File: src/rtl/pixel_combinator.sv
// pixel_combinator: raster-order pixel gatherer polling engine reorder queues into one pixel stream.
// Optional match-wait timeout enabled by defining PIXEL_TIMEOUT_EN.
module pixel_combinator #(
  parameter int DATA_WIDTH     = 10,
  parameter int RBG_SIZE       = 24,
  parameter int NUM_QUEUES     = 4,
  parameter int IMAGE_W        = 640,
  parameter int IMAGE_H        = 480,
  parameter int TIMEOUT_CYCLES = 1024
) (
  input  logic                           clk,
  input  logic                           reset,
  input  logic [NUM_QUEUES-1:0]          match_i,
  input  logic [NUM_QUEUES*RBG_SIZE-1:0] colour_i,
  output logic [DATA_WIDTH-1:0]          xpixel_check,
  output logic [DATA_WIDTH-1:0]          ypixel_check,
  output logic [NUM_QUEUES-1:0]          pop_o,
  output logic [RBG_SIZE-1:0]            out_data,
  output logic                           out_valid,
  input  logic                           out_ready,
  output logic                           out_sop,
  output logic                           out_eop,
  output logic                           frame_done,
  output logic                           error_o
);
  typedef enum logic {SCAN, OUT} state_t;
  state_t state_q, state_d;
  logic [DATA_WIDTH-1:0] x_q, x_d, y_q, y_d;
  logic [RBG_SIZE-1:0] data_q, data_d, col;
  logic [NUM_QUEUES-1:0] sel;
  logic err_q, err_d, any, multi, last_x, last_y, timeout;

  always_comb begin
    col = '0;
    for (int k = NUM_QUEUES - 1; k >= 0; k--)
      if (match_i[k]) col = colour_i[k*RBG_SIZE +: RBG_SIZE];
  end

`ifdef PIXEL_TIMEOUT_EN
  localparam int CW = $clog2(TIMEOUT_CYCLES + 1);
  logic [CW-1:0] cnt_q, cnt_d;
  always_comb begin
    timeout = (state_q == SCAN) && !any && (cnt_q == CW'(TIMEOUT_CYCLES - 1));
    cnt_d   = ((state_q == SCAN) && !any && !timeout) ? cnt_q + CW'(1) : '0;
  end
  always_ff @(posedge clk or negedge reset)
    if (!reset) cnt_q <= '0;
    else        cnt_q <= cnt_d;
`else
  logic unused_timeout_cfg;
  always_comb begin
    timeout            = 1'b0;
    unused_timeout_cfg = (TIMEOUT_CYCLES > 0);
  end
`endif

  always_comb begin
    any    = |match_i;
    sel    = match_i & (~match_i + NUM_QUEUES'(1));
    multi  = |(match_i & (match_i - NUM_QUEUES'(1)));
    last_x = x_q == DATA_WIDTH'(IMAGE_W - 1);
    last_y = y_q == DATA_WIDTH'(IMAGE_H - 1);
    state_d = state_q;
    x_d     = x_q;
    y_d     = y_q;
    data_d  = data_q;
    err_d   = err_q;
    if (state_q == SCAN) begin
      if (any || timeout) begin
        state_d = OUT;
        data_d  = any ? col : '0;
        err_d   = err_q | multi | timeout;
      end
    end else if (out_ready) begin
      state_d = SCAN;
      x_d     = last_x ? '0 : x_q + DATA_WIDTH'(1);
      y_d     = last_x ? (last_y ? '0 : y_q + DATA_WIDTH'(1)) : y_q;
    end
    // reset gates the strobe so no queue is popped while held in reset
    pop_o        = (reset && state_q == SCAN) ? sel : '0;
    out_valid    = state_q == OUT;
    out_sop      = out_valid && x_q == '0 && y_q == '0;
    out_eop      = out_valid && last_x && last_y;
    frame_done   = out_eop && out_ready;
    out_data     = data_q;
    error_o      = err_q;
    xpixel_check = x_q;
    ypixel_check = y_q;
  end

  always_ff @(posedge clk or negedge reset)
    if (!reset) begin
      state_q <= SCAN;
      x_q     <= '0;
      y_q     <= '0;
      data_q  <= '0;
      err_q   <= 1'b0;
    end else begin
      state_q <= state_d;
      x_q     <= x_d;
      y_q     <= y_d;
      data_q  <= data_d;
      err_q   <= err_d;
    end
endmodule

File: config.mk
export PLATFORM = sky130hd
export DESIGN_NAME = pixel_combinator
export DESIGN_NICKNAME = d
export VERILOG_FILES = /design/src/rtl/pixel_combinator.sv
export SDC_FILE = /design/constraint.sdc
export NUM_CORES = 1
export LEC_CHECK = 0
export ABC_CLOCK_PERIOD_IN_PS = 3180
export CAP_MARGIN = 20
export CORE_AREA = 3 3 80 97
export DETAILED_ROUTE_END_ITERATION = 16
export DIE_AREA = 0 0 83 100
export GPL_ROUTABILITY_DRIVEN = 1
export PLACE_DENSITY = 0.9
export RECOVER_POWER = 50
export SLEW_MARGIN = 20
export SYNTH_ARGS = -nofsm -noshare
export SYNTH_HDL_FRONTEND = slang
export SYNTH_SLANG_ARGS = --single-unit
File: constraint.sdc
create_clock -name clk -period 3.18 [get_ports clk]
set_clock_uncertainty 0.05 [all_clocks]
set_input_delay 0.477 -clock clk [delete_from_list [all_inputs] [get_ports clk]]
set_output_delay 0.477 -clock clk [all_outputs]
set_load 0.02 [all_outputs]
==> impl_metrics.toml, run 1 <==
[outcome]
status = "complete, but fails checks"
violations = "max-capacitance violations, max-slew violations"

[setup_path]
crit_end = "out_sop"
critPathCaptureType = "output port"
reg2regPathDepth = 6
r2r_slack_ns = 0.98
critPathLaunchType = "flop"
cp_max_fo = 9
worst_ep_arrival_time_ns = 2.35
r2r_start = "xpixel_check[0]"
path_class = "flop to output port"
cp_data_required_time_ns = 2.65
r2r-end = "ypixel_check[6]"
critical_path.startpoint = "out_valid"

[yosys]
yosysWarnings = 0
synth-adder-area-share = 0.0220
synth_edf_count = 0
synth_mux_area_frac = 0.00412
synth_flop_cell = "dfrtp_1"
synth-async-reset-ratio = 1.00
synth_fp_nets = 417
avgSynthCellArea_um2 = 8.81
synth_cells = 310
ys_types = 47
synth_area_um2 = 2730
yosys.area_share.simple = 0.243
synth_top_family_by_area = "simple AND/OR/NAND/NOR gates"
synth_compound_area_frac = 0.233
ys_ff_latch = 46
seq_area_frac_synth = 0.421
synth-xor-area-share = 0.0321

[floorplanning]
rows = 33
die_x_um = 83
die_area_um2 = 8300
num_io_pins = 156
die_h_um = 100
core_um2 = 6850
initial_core_util = 0.399

[clocking]
cts_root_buf = "clkbuf_8"
cts_resized = 0
post-cts-setup-buffer-count = 0
hold_buffers = 0
numCtsBuffers = 5
clkLatencyLatePin_ns = 0.29
htree_levels = 2
cts_tree = "built"
path_clk_slew_ns = 0.08
clock_sinks = 46
clockBufferDepth = 2

[job]
cap_violations = 1

[detailed_routing]
vias = 2977
postRouteAntennaNets = 0
drt-vias-per-instance = 5.41
drc = 0
first_iter_violations = 146
wirelength_mm = 9.04
drt_pass1_iterations = 5
wl_per_cell_um = 16.4

[global_route]
grt_remaining_overflow = 0
antenna_found_initial = 0
track_usage = 0.217
grt_pass1_vias = 3046
grt_max_degree = 47
grt_pass1_wl_mm = 14.6

[timing]
fin_setup_tns_ns = 0
timing.final.ws_setup_ns = 0.300
fmax_ghz = 0.347
slew_headroom = -0.657
hold_viol_final = 0
slew_viol_final = 47
finalSetupViolCount = 0
worst_pin_slew_ns = 2.48
timing.final.crit_share = 0.906
rsz0062_at_grt = "no"
period_needed_ns = 2.88

[final_layout]
area_growth_pct = 61.8
final_nets = 570
n_antenna_cell = 0
mostFrequentLayoutCells = "137 x clkdlybuf4s50_1, 79 x nand2_1, 46 x dfrtp_1"
drive_gt1_frac = 0.0540
fin_cells = 550
fillers = 616
final_common_cell = "clkdlybuf4s50_1"
register_area_um2 = 1150
multiInputGateArea_um2 = 1440

[min_path]
hp-class = "flop to flop"

[placed_design]
dpl.hpwl_mm = 7.19
dp_slack_ns = 0.365
place.gp.congestion = 0.844
port-buffer-count = 155
placedCellCount = 543

[power_and_ir_drop]
power_leakage_uw = 0.00177
p_per_area_nw_per_um2 = 396
peakVddDrop_v = 0.000236
[routing by layer]
| layer | part of all wire | global-route usage | wire, um | up-vias |
|---|---|---|---|---|
| met5 | 0 | 0 | 0 | - |
| met4 | 0.024 | 0.0805 | 221 | 0 |
| met3 | 0.076 | 0.0608 | 690 | 18 |
| met2 | 0.52 | 0.399 | 4740 | 132 |
| met1 | 0.37 | 0.237 | 3390 | 1398 |
| li1 | - | - | - | 1429 |
[layout make-up]
class / count / area share
clock buffer: 5 / 0.0156
clock inverter: 2 / 0.00226
inverter: 6 / 0.00509
multi-input combinational: 238 / 0.327
sequential: 46 / 0.260
tap: 87 / 0.0246
timing repair buffer: 166 / 0.365
[cells in the mapped netlist, types with 3 or more instances]
cell type / instances / area share
clkbuf_1: 10 / 0.014
o21ai_0: 26 / 0.048
o22a_1: 23 / 0.074
a21oi_1: 4 / 0.0073
nand3_1: 9 / 0.016
nor4_1: 3 / 0.0069
xnor2_1: 5 / 0.016
nand4_1: 6 / 0.014
nor2_1: 7 / 0.0096
dfrtp_1: 46 / 0.42
buf_2: 7 / 0.013
inv_1: 6 / 0.0082
xor2_1: 5 / 0.016
a22oi_1: 23 / 0.063
o31ai_1: 3 / 0.0082
nor2b_1: 3 / 0.0069
nand2_1: 79 / 0.11
ha_1: 4 / 0.018
[where the power goes]
part / leakage, uW / internal [uW] / switching, uW / total, uW
combinational: 0.00118 / 353 / 302 / 655
sequential: 0.000547 / 672 / 89.1 / 761
clock: 0.0000438 / 148 / 188 / 335
total: 0.00177 / 1170 / 579 / 1750
[metrics by stage]
stage / cell area, um^2 / hold WS [ns] / power, uW / util
2_1_floorplan: 2730 / 0.131 / 1060 / -
3_3_place_gp: 4380 / 0.433 / 1420 / 0.639
3_5_place_dp: 4380 / 0.426 / 1450 / 0.639
4_1_cts: 4460 / 0.285 / 1780 / 0.650
5_1_grt: 4420 / 0.482 / 1850 / 0.645
6_report: 4420 / 0.450 / 1750 / 0.645
[sequential cells by signal (all words and copies together), names as in the netlist]
| signal | cells |
|---|---|
| ypixel_check | 10 |
| xpixel_check | 10 |
| error_o | 1 |
| out_data | 24 |
| out_valid | 1 |
[worst min path at each step]
stage	cells after the start	from	to
final	1	error_o	error_o
after global routing	1	out_data[23]	out_data[23]
after CTS	2	reset	ypixel_check[6]
after detailed placement	1	error_o	error_o
after global placement	1	error_o	error_o
after floorplan	0	reset	error_o
[critical path, stage by stage (launching register included)]
cell             delay (ns)
dfrtp_1                0.50
inv_1                  0.17
nor4_1                 0.35
nand4_1                0.13
nor4b_1                0.26
clkdlybuf4s50_1        0.66
[kinds of logic (layout without fill, tap and decap cells)]
kind of cell | after synthesis | in the layout
XOR/XNOR | 10 | 10
multiplexers | 1 | 1
buffers and inverters | 26 | 179
AO/OA/AOI/OAI | 90 | 90
adder cells (fa/ha/maj) | 5 | 5
AND/OR/NAND/NOR | 132 | 132
flip-flops | 46 | 46
Power figures use the tool's default switching activity.
==> run 2: changes to the inputs <==
Settings changed: CORE_AREA 3 3 80 97 to 3 3 111 71, DIE_AREA 0 0 83 100 to 0 0 114 74.
==> run 2 against run 1 <==
  * Largest power group unchanged
  * Largest cell class unchanged
  * Register-to-register slack got worse by 0.10 ns
  * The flow now finishes without violations
  * Critical path depth unchanged
  * Worst hold slack improved by 0.0011 ns
  * Critical path type unchanged
  * Clock power increased by 45%
  * Via count increased by 0.71%
==> impl_metrics.toml, run 2 (synthesized netlist as in run 1, its figures left out) <==
[detailed_routing]
highest_layer = "met4"
wl_per_cell_um = 16.7
postRouteAntennaNets = 0
met3WireLength_um = 990
dr_wl_met2_mm = 4.25
drc = 0
drt_pass1_iterations = 4
drt-vias-per-instance = 5.44
wirelength_mm = 9.20
first_iter_violations = 213
wl_met1_mm = 3.84
vias = 2998

[setup_path]
critPathLaunchType = "flop"
crit_buf_inv = 1
cp_data_required_time_ns = 2.65
cp_cell_sequence = "ha_1, nand3_1, nor3_1, and3_2, clkdlybuf4s50_1"
max_stage_delay_ns = 0.60
cp_max_fo = 7
critPathCaptureType = "output port"
path_class = "flop to output port"
path_delay_family = "simple AND/OR/NAND/NOR gates"
worst_ep_arrival_time_ns = 2.42
r2r_start = "xpixel_check[0]"
slowest_stage = "clkdlybuf4s50_1"
critical_path.startpoint = "ypixel_check[0]"

[final_layout]
drive_gt1_frac = 0.0565
final_nets = 567
final_common_cell = "clkdlybuf4s50_1"
final_util = 0.638
area_growth_pct = 64.2
n_antenna_cell = 0
mostFrequentLayoutCells = "137 x clkdlybuf4s50_1, 79 x nand2_1, 46 x dfrtp_1"
fin_cells = 551
largest_reg_flops = 24

[clocking]
post-cts-setup-buffer-count = 0
cts_root_buf = "clkbuf_16"
hold_buffers = 0
clock_sinks = 46
cts_tree = "built"
clkLatencyLatePin_ns = 0.28
cts_resized = 0
clockBufferDepth = 2
numCtsBuffers = 5
path_clk_slew_ns = 0.06
htree_levels = 2

[timing]
fmax_ghz = 0.339
worst_pin_slew_ns = 1.13
finalSetupViolCount = 0
slew_headroom = 0.247
timing.final.crit_share = 0.928
period_needed_ns = 2.95
fin_setup_tns_ns = 0
hold_viol_final = 0
hold_ws_ns = 0.451
rsz0062_at_grt = "no"
slew_viol_final = 0

[global_route]
grt_pass1_wl_mm = 14.6
grt_pass1_vias = 2918
antenna_found_initial = 0
grt_max_degree = 49
grt_remaining_overflow = 0
track_usage = 0.218

[outcome]
status = "finished, final reports clean"

[power_and_ir_drop]
p_per_area_nw_per_um2 = 425
power.switching_uw = 597
power_frac_seq = 0.399
combPwrFrac = 0.346
intPower_uw = 1310
power_leakage_uw = 0.00178
pwr-share-clk = 0.255
peakVddDrop_v = 0.000249
p_sw_frac = 0.313

[floorplanning]
die_x_um = 114
die_area_um2 = 8440
initial_core_util = 0.389
core_um2 = 7030
rows = 24
die_h_um = 74
num_io_pins = 156

[placed_design]
placedCellCount = 544
dpl.hpwl_mm = 7.18
place.gp.congestion = 0.942
port-buffer-count = 155

[min_path]
holdCritStartpoint = "out_data[11]"
hp-class = "flop to flop"

[job]
cap_violations = 0
[run 2: per-layer routing]
metal	up-vias	track usage
met5	-	0
met4	0	0.0553
met3	15	0.0610
met2	154	0.348
met1	1397	0.296
li1	1432	-
[run 2: final cells by class]
| type | instances | area (um^2) |
|---|---|---|
| flip-flops and latches | 46 | 1150 |
| well taps | 91 | 114 |
| fillers | 582 | 2540 |
| clock inverters | 2 | 10.0 |
| inverters | 6 | 22.5 |
| repair buffers | 163 | 1590 |
| multi-input cells | 238 | 1470 |
| clock buffers | 5 | 125 |
[run 2: power by group through the flow]
stage | logic (uW) | clock network (uW) | registers (uW)
floorplan | 192 | 0 | 864
global placement | 663 | 0 | 764
detailed placement | 676 | 0 | 772
CTS | 679 | 502 | 761
global route | 709 | 526 | 775
finish | 659 | 486 | 761
[run 2: final timing paths]
kind / cells after the start / end / slack (ns)
min in group asynchronous: 2 / ypixel_check[5] / 0.61
worst min register to register: 1 / out_data[11] / 0.45
max in group asynchronous: 2 / out_data[22] / 1.78
worst max register to register: 6 / ypixel_check[6] / 0.88
worst min-delay path: 1 / out_data[11] / 0.45
worst max-delay path: 5 / out_eop / 0.23
[run 2: stage by stage]
stage | worst slack, ns | cell area [um^2] | power, uW
6_report | 0.230 | 4490 | 1910
5_1_grt | 0.107 | 4490 | 2010
4_1_cts | 0.300 | 4500 | 1940
3_5_place_dp | 0.319 | 4360 | 1450
3_3_place_gp | 0.359 | 4360 | 1430
2_1_floorplan | 0.862 | 2730 | 1060
==> run 3: changes to the inputs <==
Settings changed: CTS_CLUSTER_SIZE set to 25.
==> results of run 3 <==
No change in the layout: final DEF, timing and power equal those of run 2.
